**src/rtl/summation_sched_pkg.sv**
```systemverilog
// Shared types and the modulo-M clamp/wrap arithmetic for summation_sched.
// Optional context clear is enabled by SUMMATION_SCHED_CLR_EN.
package summation_sched_pkg;

  localparam int DEF_N     = 4;
  localparam int DEF_M     = 1000;
  localparam int DEF_W     = 11;
  localparam int DEF_CNT_W = 10;

  typedef enum logic {IDLE, FULL} state_t;

  typedef struct packed {
    logic        cop;
    logic        con;
    logic [31:0] cnt;
  } wrap_t;

  // 32-bit int arithmetic gives the same results as a W+2-bit signed datapath
  function automatic wrap_t sum_wrap(input int cnt, input int addend, input int m);
    int    a;
    int    s;
    wrap_t r;
    a = addend;
    if (a > m - 1)
      a = m - 1;
    else if (a < -(m - 1))
      a = -(m - 1);
    s = cnt + a;
    r = '0;
    if (s >= m) begin
      r.cnt = 32'(s - m);
      r.cop = 1'b1;
    end else if (s < 0) begin
      r.cnt = 32'(s + m);
      r.con = 1'b1;
    end else begin
      r.cnt = 32'(s);
    end
    return r;
  endfunction

endpackage

```
**src/rtl/summation_sched_if.sv**
```systemverilog
// Request/result bus of summation_sched; clear port exists only with SUMMATION_SCHED_CLR_EN.
interface summation_sched_if #(
  parameter int N     = 4,
  parameter int W     = 11,
  parameter int CNT_W = 10
);
  localparam int CH_W = $clog2(N);

  logic [N-1:0]     req_valid;
  logic [N*W-1:0]   req_addend;
  logic [N-1:0]     req_ready;
  logic             res_valid;
  logic             res_ready;
  logic [CH_W-1:0]  res_ch;
  logic [CNT_W-1:0] res_cnt;
  logic             res_cop;
  logic             res_con;
`ifdef SUMMATION_SCHED_CLR_EN
  logic             clr_valid;
  logic [CH_W-1:0]  clr_ch;
`endif

  modport master (
    output req_valid, req_addend, res_ready,
`ifdef SUMMATION_SCHED_CLR_EN
    output clr_valid, clr_ch,
`endif
    input  req_ready, res_valid, res_ch, res_cnt, res_cop, res_con
  );

  modport slave (
    input  req_valid, req_addend, res_ready,
`ifdef SUMMATION_SCHED_CLR_EN
    input  clr_valid, clr_ch,
`endif
    output req_ready, res_valid, res_ch, res_cnt, res_cop, res_con
  );

endinterface

```
**src/rtl/summation_sched_rr_arbiter.sv**
```systemverilog
// Stateless round-robin arbiter: lowest-index request at or after i_ptr wins.
module rr_arbiter #(
  parameter  int N    = 4,
  localparam int CH_W = $clog2(N)
) (
  input  logic [N-1:0]    i_req,
  input  logic [CH_W-1:0] i_ptr,
  output logic [N-1:0]    o_gnt,
  output logic [CH_W-1:0] o_idx,
  output logic            o_any
);

  always_comb begin
    o_gnt = '0;
    o_idx = '0;
    o_any = 1'b0;
    for (int unsigned off = 0; off < N; off++) begin
      int unsigned j;
      j = (32'(i_ptr) + off) % N;
      if (!o_any && i_req[CH_W'(j)]) begin
        o_any            = 1'b1;
        o_gnt[CH_W'(j)]  = 1'b1;
        o_idx            = CH_W'(j);
      end
    end
  end

endmodule

```
**src/rtl/summation_sched.sv**
```systemverilog
// N-channel shared modulo-M accumulator with round-robin grant and registered result.
// SUMMATION_SCHED_CLR_EN adds a per-channel context clear that wins over a same-cycle grant.
module summation_sched
  import summation_sched_pkg::*;
#(
  parameter int N     = DEF_N,
  parameter int M     = DEF_M,
  parameter int W     = DEF_W,
  parameter int CNT_W = DEF_CNT_W
) (
  input logic          clk,
  input logic          arst,
  summation_sched_if.slave bus
);
  localparam int CH_W = $clog2(N);

  state_t           r_state, w_state_nxt;
  logic [CH_W-1:0]  r_ptr;
  logic [CNT_W-1:0] r_cnt [N];
  logic [CH_W-1:0]  r_res_ch;
  logic [CNT_W-1:0] r_res_cnt;
  logic             r_res_cop, r_res_con;

  logic [N-1:0]     w_gnt;
  logic [CH_W-1:0]  w_idx;
  logic             w_any, w_can_grant, w_fire, w_clr;
  logic [W-1:0]     w_addend;
  logic [CNT_W-1:0] w_cur;
  wrap_t            w_wrap;

  rr_arbiter #(.N(N)) u_arb (
    .i_req (bus.req_valid),
    .i_ptr (r_ptr),
    .o_gnt (w_gnt),
    .o_idx (w_idx),
    .o_any (w_any)
  );

  always_comb begin
    w_can_grant = !arst && ((r_state == IDLE) || bus.res_ready);
    w_fire      = w_can_grant && w_any;
    w_addend    = bus.req_addend[w_idx*W +: W];
`ifdef SUMMATION_SCHED_CLR_EN
    w_clr       = bus.clr_valid;
`else
    w_clr       = 1'b0;
`endif
    w_cur       = r_cnt[w_idx];
`ifdef SUMMATION_SCHED_CLR_EN
    if (w_clr && (bus.clr_ch == w_idx))
      w_cur = '0;
`endif
    w_wrap      = sum_wrap(int'(w_cur), int'($signed(w_addend)), M);
  end

  always_comb begin
    w_state_nxt = r_state;
    unique case (r_state)
      IDLE: if (w_fire) w_state_nxt = FULL;
      FULL: if (bus.res_ready && !w_fire) w_state_nxt = IDLE;
      default: w_state_nxt = IDLE;
    endcase
  end

  always_ff @(posedge clk) begin
    if (arst) begin
      r_state   <= IDLE;
      r_ptr     <= '0;
      r_res_ch  <= '0;
      r_res_cnt <= '0;
      r_res_cop <= 1'b0;
      r_res_con <= 1'b0;
      for (int unsigned i = 0; i < N; i++)
        r_cnt[CH_W'(i)] <= '0;
    end else begin
      r_state <= w_state_nxt;
      if (w_fire) begin
        r_ptr     <= (w_idx == CH_W'(N - 1)) ? '0 : w_idx + CH_W'(1);
        r_res_ch  <= w_idx;
        r_res_cnt <= CNT_W'(w_wrap.cnt);
        r_res_cop <= w_wrap.cop;
        r_res_con <= w_wrap.con;
      end
      for (int unsigned i = 0; i < N; i++) begin
        if (w_fire && (w_idx == CH_W'(i)))
          r_cnt[CH_W'(i)] <= CNT_W'(w_wrap.cnt);
`ifdef SUMMATION_SCHED_CLR_EN
        else if (w_clr && (bus.clr_ch == CH_W'(i)))
          r_cnt[CH_W'(i)] <= '0;
`endif
      end
    end
  end

  assign bus.req_ready = w_fire ? w_gnt : '0;
  assign bus.res_valid = (r_state == FULL);
  assign bus.res_ch    = r_res_ch;
  assign bus.res_cnt   = r_res_cnt;
  assign bus.res_cop   = r_res_cop;
  assign bus.res_con   = r_res_con;

endmodule

```
**src/flat_wrapper.sv**
```systemverilog
// flat-port wrapper written by rule: the top's interface ports become plain ports
module summation_sched_flat import summation_sched_pkg::*;
#(
  parameter int N     = DEF_N,
  parameter int M     = DEF_M,
  parameter int W     = DEF_W,
  parameter int CNT_W = DEF_CNT_W
)
  (clk, arst, bus_req_valid, bus_req_addend, bus_res_ready, bus_req_ready, bus_res_valid, bus_res_ch, bus_res_cnt, bus_res_cop, bus_res_con);
  summation_sched_if #(.N(N), .W(W), .CNT_W(CNT_W)) bus_i ();
  input logic clk;
  input logic arst;
  input wire logic [$bits(bus_i.req_valid)-1:0] bus_req_valid;
  input wire logic [$bits(bus_i.req_addend)-1:0] bus_req_addend;
  input wire logic [$bits(bus_i.res_ready)-1:0] bus_res_ready;
  output wire logic [$bits(bus_i.req_ready)-1:0] bus_req_ready;
  output wire logic [$bits(bus_i.res_valid)-1:0] bus_res_valid;
  output wire logic [$bits(bus_i.res_ch)-1:0] bus_res_ch;
  output wire logic [$bits(bus_i.res_cnt)-1:0] bus_res_cnt;
  output wire logic [$bits(bus_i.res_cop)-1:0] bus_res_cop;
  output wire logic [$bits(bus_i.res_con)-1:0] bus_res_con;
  assign bus_i.req_valid = bus_req_valid;
  assign bus_i.req_addend = bus_req_addend;
  assign bus_i.res_ready = bus_res_ready;
  assign bus_req_ready = bus_i.req_ready;
  assign bus_res_valid = bus_i.res_valid;
  assign bus_res_ch = bus_i.res_ch;
  assign bus_res_cnt = bus_i.res_cnt;
  assign bus_res_cop = bus_i.res_cop;
  assign bus_res_con = bus_i.res_con;
  summation_sched #(.N(N), .M(M), .W(W), .CNT_W(CNT_W)) u_core (.clk(clk), .arst(arst), .bus(bus_i));
endmodule
```
**config.mk**
```make
export PLATFORM = sky130hd
export DESIGN_NAME = summation_sched_flat
export DESIGN_NICKNAME = d
export VERILOG_FILES = /design/src/rtl/summation_sched_pkg.sv /design/src/rtl/summation_sched_if.sv /design/src/rtl/summation_sched_rr_arbiter.sv /design/src/rtl/summation_sched.sv /design/src/flat_wrapper.sv
export SDC_FILE = /design/constraint.sdc
export NUM_CORES = 1
export LEC_CHECK = 0
export ABC_CLOCK_PERIOD_IN_PS = 7600
export CAP_MARGIN = 20
export CORE_MARGIN = 3
export CORE_UTILIZATION = 50
export DETAILED_ROUTE_END_ITERATION = 8
export HOLD_SLACK_MARGIN = 0.1
export PLACE_DENSITY = 0.78
export SLEW_MARGIN = 20
export SYNTH_ARGS = -nofsm -noshare
export SYNTH_HDL_FRONTEND = slang
export SYNTH_SLANG_ARGS = --single-unit
```
**constraint.sdc**
```tcl
create_clock -name clk -period 7.6 [get_ports clk]
set_input_delay 0.76 -clock clk [delete_from_list [all_inputs] [get_ports clk]]
set_output_delay 0.76 -clock clk [all_outputs]
set_load 0.1 [all_outputs]
```
Yosys cells after proc, flatten, opt, wreduce, memory -nomap -nowiden. Memory sizes are Yosys's and may differ from the RTL's. Index checks and enable logic that the tools add are counted.

$add $sub $neg: 7. $mul: 1. Magnitude comparators: 12. Equal/unequal tests: 3. Shifts and indexed selects: 1. Muxes and demuxes: 58. Bitwise gates (word level): 8. Reduce and logical (&&, ||, !) cells: 21.

Operators by type and width (count): $mux W32 (2); $mux W10 (6); $shiftx A44 B7 Y11 (1); $add A11 B32 Y32 (1); $ge A32 B11 Y1 const B (1); $lt A32 B1 Y1 const B (1); $mux W1 (31); $mux W4 (5); $logic_and A1 B1 Y1 (14); $lt A2 B3 Y1 const B (4); $or A4 B4 Y4 (3); $gt A11 B11 Y1 const B (1); $lt A11 B11 Y1 const B (1); $add A10 B6 Y10 const B (1); $mux W2 (5); $sub A10 B6 Y10 const B (1); $bmux W1 S2 (4); $demux W1 S2 (4); $ge A2 B1 Y1 const B (4); $mul A2 B4 Y6 const B (1); $logic_not A1 Y1 (5); $add A2 B1 Y2 const B (2); $add A2 B2 Y2 const B (2); $eq A2 B2 Y1 const B (2); other kinds (6) (9).

Register bits after elaboration: 17. Memory bits (writable): 40. Bits of input ports: 51. Output and inout bits: 19. Logic and storage cells: 118. Memories kept: 1.

Memories: u_core.r_cnt (words 4, bits a word 10, rd ports 1, clocked after Yosys merged registers in 0, write ports 4, RTL line summation_sched.sv:19) `logic [CNT_W-1:0] r_cnt [N];`.

Depth between registers and ports, before layout. Gate-level depths: netlist (run 1).

Depth in word-level cells: 22. Mapped depth: 33. Gate-level depth less buffers: 29.

Hierarchy. A second synthesis (run 1) with hierarchy kept.

Cells, all modules: 409. Area, all modules: 4281.6 sq um.

Modules (own cells, without submodules): summation_sched (times used 1, cells an instance 364, area each 3862.5 sq um); rr_arbiter (times used 1, cells an instance 45, area each 419.2 sq um).

Worst setup path after synthesis (run 1). No wires, ideal clock.

Path type: register -> register. Start point: register u_core.r_ptr[0]. End point: memory u_core.r_cnt[0][7] (data pin). Arrival time: 6.829 ns. Slack: 0.508 ns. Stages on the path, launching flop included: 31. Path buffers: 3. Cell sequence: dfxtp_1 -> buf_6 -> inv_1 -> ha_1 -> mux4_2 -> nor2b_1 -> o21ai_1 -> o31ai_4 -> buf_8 -> buf_2 -> mux2_2 -> o21ai_0 -> a21boi_0 -> o211ai_1 -> ha_1 -> inv_1 -> fa_1 -> nor2b_1 -> o31a_1 -> o22a_1 -> a21o_1 -> a21oi_1 -> ha_1 -> or4b_2 -> nor3_1 -> nand2b_1 -> o221ai_1 -> a21boi_4 -> o21ai_0 -> xnor2_1 -> nor2_1.

RTL lines: start, declared (RTL line summation_sched.sv:18) `logic [CH_W-1:0] r_ptr;`; start signal, assigned (RTL line summation_sched.sv:78) `r_ptr <= (w_idx == CH_W'(N - 1)) ? '0 : w_idx + CH_W'(1);`; end, declared (RTL line summation_sched.sv:19).

==> summary.json, run 1 <==
{
  "outcome": {"value": "finished clean"},
  "antenna_cells_inserted": {"value": 0},
  "clk_latency": {"value": 340, "unit": "ps"},
  "synth_flop_cell": {"value": "edfxtp_1"},
  "synth_seq_cells": {"value": 57},
  "finalMaxSlewViolations": {"value": 0},
  "clock_path_buffers": {"value": 2},
  "sequential_area_share_after_synthesis": {"value": 34.6, "unit": "%"},
  "wl_per_cell": {"value": 17.9, "unit": "µm"},
  "path_class": {"value": "in2reg"},
  "layout.cells.most_common_list": {"value": "clkdlybuf4s50_1, nand2_1, nor2_1"},
  "grt_pass1_vias": {"value": 4113},
  "boundaryPins": {"value": 70},
  "wl": {"value": 12500, "unit": "µm"},
  "slew_headroom": {"value": 34.5, "unit": "%"},
  "setup_total_negative_slack": {"value": 0, "unit": "ps"},
  "first_iter_violations": {"value": 519},
  "core-area": {"value": 0.00842, "unit": "mm²"},
  "cp_data_arrival_time": {"value": 7230, "unit": "ps"},
  "yosys_warnings": {"value": 0},
  "synth_enable_flop_cells": {"value": 40},
  "critical_path.top_delay_family": {"value": "compound AO/OA/AOI/OAI gates"},
  "mostFrequentLayoutCell": {"value": "clkdlybuf4s50_1"},
  "cts_tree": {"value": "built"},
  "async_reset_ff_share": {"value": 0, "unit": "%"},
  "cpMostUsedCell": {"value": "ha_1"},
  "critical_path_buf_inv_count": {"value": 3},
  "vias_per_std_cell": {"value": 6.06},
  "critical_path.endpoint_type": {"value": "flip-flop"},
  "clkSinkCount": {"value": 57},
  "final_min_period_over_clock_period": {"value": 94.1, "unit": "%"},
  "clkSlewWorstSetupHoldPaths": {"value": 70, "unit": "ps"},
  "drc": {"value": 0},
  "min_path_type": {"value": "reg2reg"},
  "place_congestion": {"value": 0.916},
  "timing.critical_path.from_type": {"value": "input pin"},
  "cts-root-buf": {"value": "clkbuf_8"},
  "cts_inserted_buffers": {"value": 9},
  "synthDistinctLibCells": {"value": 70},
  "drt_pre_antenna_iters": {"value": 5},
  "skew": {"value": 7.30, "unit": "ps"},
  "timing.final.hold_violations": {"value": 0},
  "cts-htree-levels": {"value": 3},
  "placement.io_buffers": {"value": 69},
  "global_route.overflow_total": {"value": 0},
  "first_pass_grt_wire_length": {"value": 19900, "unit": "µm"},
  "crit_fanout": {"value": 21},
  "unrepaired_setup_endpoints_after_global_routing": {"value": "false"},
  "slowest_stage": {"value": "or4b_2"},
  "initial_utilization": {"value": 52.8, "unit": "%"},
  "final-setup-viol-count": {"value": 0},
  "flow.area_growth_from_synthesis": {"value": 27.7, "unit": "%"},
  "grt.total_usage": {"value": 24.8, "unit": "%"},
  "fp.dieArea": {"value": 0.0101, "unit": "mm²"},
  "design.final.nets": {"value": 672},
  "cell_rows": {"value": 33},
  "max_cap_viol": {"value": 0},
  "grt_antenna_before_repair": {"value": 0},
  "worst-slew-pin-transition": {"value": 980, "unit": "ps"},
  "total_nets_after_synthesis": {"value": 579},
  "achievable_frequency": {"value": 140, "unit": "MHz"},
  "dp.final_hpwl": {"value": 9100, "unit": "µm"},
  "post_synth_inst_count": {"value": 497},
  "worstPathRequired": {"value": 7680, "unit": "ps"},
  "drtAntennaViolNets": {"value": 0},
  "grt_start_max_net_pins": {"value": 31},
  "post_synthesis_cell_area": {"value": 0.00445, "unit": "mm²"},
  "post_synth.cell_area_avg": {"value": 8.95, "unit": "µm²"},
  "finalCriticalPeriod": {"value": 7150, "unit": "ps"},
  "floorplan.die.height": {"value": 100, "unit": "µm"},
  "route.vias.total": {"value": 4245},
  "drive_gt1_share": {"value": 14.1, "unit": "%"},
  "critPathMaxStageDelay": {"value": 610, "unit": "ps"},
  "floorplan.die.width": {"value": 100, "unit": "µm"}
}
[registers in the layout, indices dropped and copies added, names as in the netlist]
name and cells:
u_core.bus.res_valid 1, u_core.bus.res_cnt 10, u_core.bus.res_con 1, u_core.r_cnt 40, u_core.r_ptr 2, u_core.bus.res_cop 1
u_core.bus.res_ch 2
[cells in the mapped netlist, drive strengths merged (2+ instances only)]
library cell | n | share of area, %
mux2 | 10 | 2.6
a221oi | 5 | 1.1
and3 | 14 | 2.0
nor2 | 48 | 4.1
a21oi | 14 | 1.7
nor3 | 13 | 1.5
o32ai | 2 | 0.56
o22ai | 2 | 0.28
edfxtp | 40 | 27
nand2b | 7 | 0.98
nor4 | 3 | 0.56
mux4 | 4 | 2.0
mux2i | 21 | 4.7
and2 | 13 | 1.8
o31ai | 3 | 0.82
clkbuf | 11 | 0.93
dfxtp | 17 | 7.6
o21a | 10 | 1.7
and4b | 2 | 0.45
a211oi | 3 | 0.51
o31a | 2 | 0.39
a22oi | 5 | 0.84
a211o | 2 | 0.39
a31o | 2 | 0.39
xnor2 | 5 | 1.2
nand2 | 68 | 5.7
buf | 13 | 1.7
a31oi | 13 | 1.8
or3 | 7 | 0.98
nand3 | 14 | 1.6
or4 | 4 | 0.67
inv | 21 | 1.8
o211ai | 7 | 1.2
nor2b | 8 | 1.1
ha | 30 | 8.4
a21boi | 4 | 0.93
o2111ai | 3 | 0.59
o21ai | 23 | 2.6
o221ai | 3 | 0.59
a21o | 6 | 1.0
[worst paths after layout]
path	end	slack [ps]	cells after the start	start
max	u_core.r_cnt[0][7]	450	28	bus_req_valid[1]
min	u_core.bus.res_cnt[0]	460	2	u_core.bus.res_cnt[0]
max reg2reg	u_core.r_cnt[0][7]	520	29	u_core.r_ptr[0]
min reg2reg	u_core.bus.res_cnt[0]	460	2	u_core.bus.res_cnt[0]
[routing by layer]
metal | GRT usage, % | vias up | routed length, µm
met1 | 31.8 | 1977 | 5110
li1 | - | 2014 | -
met5 | 0 | - | 0
met2 | 41.7 | 230 | 5750
met3 | 6.67 | 24 | 1330
met4 | 5.91 | 0 | 331
[repair_timing]
action                     in CTS  in global routing
hold buffers                    0                  0
setup buffers                   0                  3
setup endpoints to repair       0                 23
gates resized for setup         0                  5
[tightest hold or removal path, stage by stage, from the launching register on]
cell and delay [ps]:
dfxtp_1 310, nand2_1 50, a21oi_1 50
[per-stage QoR]
stage | area, µm² | setup WS, ps | hold WS, ps | util [%] | cells
after floorplan | 4450 | 508 | 671 | - | 497
after global placement | 5430 | 224 | 452 | 64.5 | 681
after detailed placement | 5430 | -132 | 455 | 64.5 | 681
after CTS | 5630 | 229 | 470 | 66.8 | 697
after global routing | 5680 | 7.99 | 498 | 67.5 | 700
final | 5680 | 448 | 463 | 67.5 | 700
[cell type report]
| class | instances | area (µm²) |
|---|---|---|
| Multi-Input combinational cell | 395 | 2740 |
| Fill cell | 703 | 2740 |
| Sequential cell | 57 | 1540 |
| Timing Repair Buffer | 106 | 993 |
| Tap cell | 105 | 131 |
| Clock buffer | 9 | 124 |
| Inverter | 21 | 78.8 |
| Clock inverter | 7 | 70.1 |
[cell families after synthesis]
logic type / share of synthesized area (%)
simple gates: 22.9
flops: 34.6
mux: 9.36
fa+ha+maj: 8.88
buf+inv: 4.44
xor+xnor: 1.35
compound gates: 18.4
Power of run 1 is left out: the tool's default activity adds up to more than one toggle a clock period on the data nets, which glitch-free logic cannot reach.
==> run 2: changes to the inputs <==
- HOLD_SLACK_MARGIN: 0.1 -> 0.02
- RECOVER_POWER: not set -> 100
==> run 2 against run 1 <==
  * Global-route usage did not move
  * Via count grew 0.38%
  * Sequential share of layout area up 0.12 points
  * Hold slack lost 3.2 ps
  * Critical path depth stayed put
  * Clock-buffer cell count unchanged
  * Setup slack got worse by 49 ps
  * Register-to-register slack lost 60 ps
  * Fmax decreased by 0.69%
  * Sequential cell count unchanged
  * Final cell count did not move
  * Critical path type unchanged
  * Highest routed layer unchanged
==> summary.json, run 2 (synthesized netlist as in run 1, its figures left out) <==
{
  "timing.critical_path.from_type": {"value": "input pin"},
  "skew": {"value": 7.40, "unit": "ps", "change": "+0.0972 ps"},
  "initial_utilization": {"value": 52.8, "unit": "%", "change": "unchanged"},
  "timing.final.hold_violations": {"value": 0, "change": "unchanged"},
  "grt_antenna_before_repair": {"value": 0, "change": "unchanged"},
  "route.vias.total": {"value": 4261, "change": "+0.38%"},
  "setup_total_negative_slack": {"value": 0, "unit": "ps", "change": "unchanged"},
  "cp_data_arrival_time": {"value": 7280, "unit": "ps", "change": "+50 ps"},
  "whs": {"value": 460, "unit": "ps", "change": "-3.24 ps"},
  "cts-htree-levels": {"value": 3, "change": "unchanged"},
  "vias_per_std_cell": {"value": 6.09, "change": "+0.38%"},
  "cts-root-buf": {"value": "clkbuf_8"},
  "first_iter_violations": {"value": 516, "change": "-0.58%"},
  "grt_start_max_net_pins": {"value": 31, "change": "unchanged"},
  "worst-slew-pin-transition": {"value": 990, "unit": "ps", "change": "+9.94 ps"},
  "clk_latency": {"value": 340, "unit": "ps", "change": "about the same"},
  "drive_gt1_share": {"value": 13.4, "unit": "%", "change": "-0.67 points"},
  "finalCriticalPeriod": {"value": 7200, "unit": "ps", "change": "+49.5 ps"},
  "crit_fanout": {"value": 21, "change": "unchanged"},
  "dp.final_hpwl": {"value": 9100, "unit": "µm", "change": "unchanged"},
  "global_route.overflow_total": {"value": 0, "change": "unchanged"},
  "place_congestion": {"value": 0.916, "change": "unchanged"},
  "final-setup-viol-count": {"value": 0, "change": "unchanged"},
  "final_min_period_over_clock_period": {"value": 94.8, "unit": "%", "change": "+0.65 points"},
  "mostFrequentLayoutCell": {"value": "nand2_1"},
  "regMostFlops": {"value": "u_core.r_cnt"},
  "critical_path.endpoint_type": {"value": "flip-flop"},
  "flow.area_growth_from_synthesis": {"value": 27.1, "unit": "%"},
  "worstPathRequired": {"value": 7680, "unit": "ps", "change": "about the same"},
  "cts_inserted_buffers": {"value": 9, "change": "unchanged"},
  "grt.total_usage": {"value": 24.8, "unit": "%", "change": "unchanged"},
  "floorplan.die.width": {"value": 100, "unit": "µm", "change": "unchanged"},
  "drt_pre_antenna_iters": {"value": 5, "change": "unchanged"},
  "first_pass_grt_wire_length": {"value": 19900, "unit": "µm", "change": "unchanged"},
  "clkSinkCount": {"value": 57, "change": "unchanged"},
  "cts-hold-fix-buffers": {"value": 0, "change": "unchanged"},
  "design.final.nets": {"value": 672, "change": "unchanged"},
  "placement.io_buffers": {"value": 69, "change": "unchanged"},
  "largest_reg_flops": {"value": 40, "change": "unchanged"},
  "min_path_type": {"value": "reg2reg"},
  "fp.dieArea": {"value": 0.0101, "unit": "mm²", "change": "unchanged"},
  "antenna_cells_inserted": {"value": 0, "change": "unchanged"},
  "wl": {"value": 12500, "unit": "µm", "change": "about the same"},
  "cell_rows": {"value": 33, "change": "unchanged"},
  "drtAntennaViolNets": {"value": 0, "change": "unchanged"},
  "wl_per_cell": {"value": 17.9, "unit": "µm", "change": "about the same"},
  "clock_path_buffers": {"value": 2, "change": "unchanged"},
  "path_class": {"value": "in2reg"},
  "boundaryPins": {"value": 70, "change": "unchanged"},
  "grt_pass1_vias": {"value": 4113, "change": "unchanged"},
  "core-area": {"value": 0.00842, "unit": "mm²", "change": "unchanged"},
  "achievable_frequency": {"value": 139, "unit": "MHz", "change": "-0.69%"},
  "max_cap_viol": {"value": 0, "change": "unchanged"},
  "outcome": {"value": "finished clean"},
  "clkSlewWorstSetupHoldPaths": {"value": 60, "unit": "ps", "change": "about the same"},
  "cts_tree": {"value": "built"},
  "layout.cells.most_common_list": {"value": "nand2_1, clkdlybuf4s50_1, nor2_1"},
  "drc": {"value": 0, "change": "unchanged"},
  "floorplan.die.height": {"value": 100, "unit": "µm", "change": "unchanged"},
  "finalMaxSlewViolations": {"value": 0, "change": "unchanged"},
  "slew_headroom": {"value": 33.8, "unit": "%", "change": "-0.68 points"}
}
## run 2: cell count changes in the layout (fill, tap and decap cells not counted)
cell | before | now
clkdlybuf4s50_1 | 69 | 50
dlygate4sd3_1 | 0 | 19
and2_0 | 0 | 11
and2_1 | 13 | 2
buf_4 | 35 | 31
clkbuf_4 | 0 | 3
xnor2_1 | 3 | 5
xnor2_2 | 2 | 0
a221oi_1 | 4 | 5
a221oi_2 | 1 | 0
clkbuf_1 | 0 | 1
## run 2: final timing paths
| path | from | endpoint | slack (ps) | cells after the start |
|---|---|---|---|---|
| worst min register to register | u_core.bus.res_cnt[0] | u_core.bus.res_cnt[0] | 460 | 2 |
| worst max register to register | u_core.r_ptr[0] | u_core.r_cnt[0][9] | 460 | 29 |
| worst min-delay path | u_core.bus.res_cnt[0] | u_core.bus.res_cnt[0] | 460 | 2 |
| worst max-delay path | bus_req_valid[0] | u_core.r_cnt[0][9] | 400 | 28 |
## run 2: layout make-up
cell class                      count  area, µm²
Clock buffer                        9        124
Multi-Input combinational cell    395       2720
Sequential cell                    57       1540
Fill cell                         703       2770
Inverter                           21       78.8
Timing Repair Buffer              106        990
Tap cell                          105        131
Clock inverter                      7       70.1
## run 2: per-stage QoR
step	util [%]	cell area (µm²)	std cells	setup WS (ps)
after floorplan	-	4450	497	508
after CTS	66.8	5630	697	229
final	67.2	5660	700	398
after detailed placement	64.5	5430	681	-132
after global placement	64.5	5430	681	224
after global routing	67.2	5660	700	-2.87
## run 2: per-layer routing
metal | wire length (µm) | up-vias | track usage, %
met5 | 0 | - | 0
met1 | 5130 | 1985 | 31.8
met4 | 327 | 0 | 5.91
met2 | 5820 | 234 | 41.7
met3 | 1260 | 25 | 6.67
li1 | - | 2017 | -
## run 2: critical path: stages
cell	delay (ps)
clkdlybuf4s50_1	530
mux4_2	540
a21oi_2	200
nor2_2	70
o31ai_4	210
buf_12	220
mux2i_1	250
mux2_2	230
nand4_1	120
or2_2	320
o211ai_1	210
ha_1	200
inv_1	50
fa_1	370
nor2b_1	170
o31a_1	170
o22a_1	150
a21o_1	110
a21oi_1	90
ha_1	320
or4b_2	600
nor3_2	200
nand2b_1	100
o221ai_2	180
a21boi_4	290
o21ai_0	150
xnor2_1	360
nor2_1	100
## run 2: what timing repair did
| item | in CTS | in global routing |
|---|---|---|
| setup endpoints to repair | 0 | 23 |
| buffers inserted | 0 | 3 |
| gates resized for setup | 0 | 5 |
Power of run 2 is left out for the same reason.
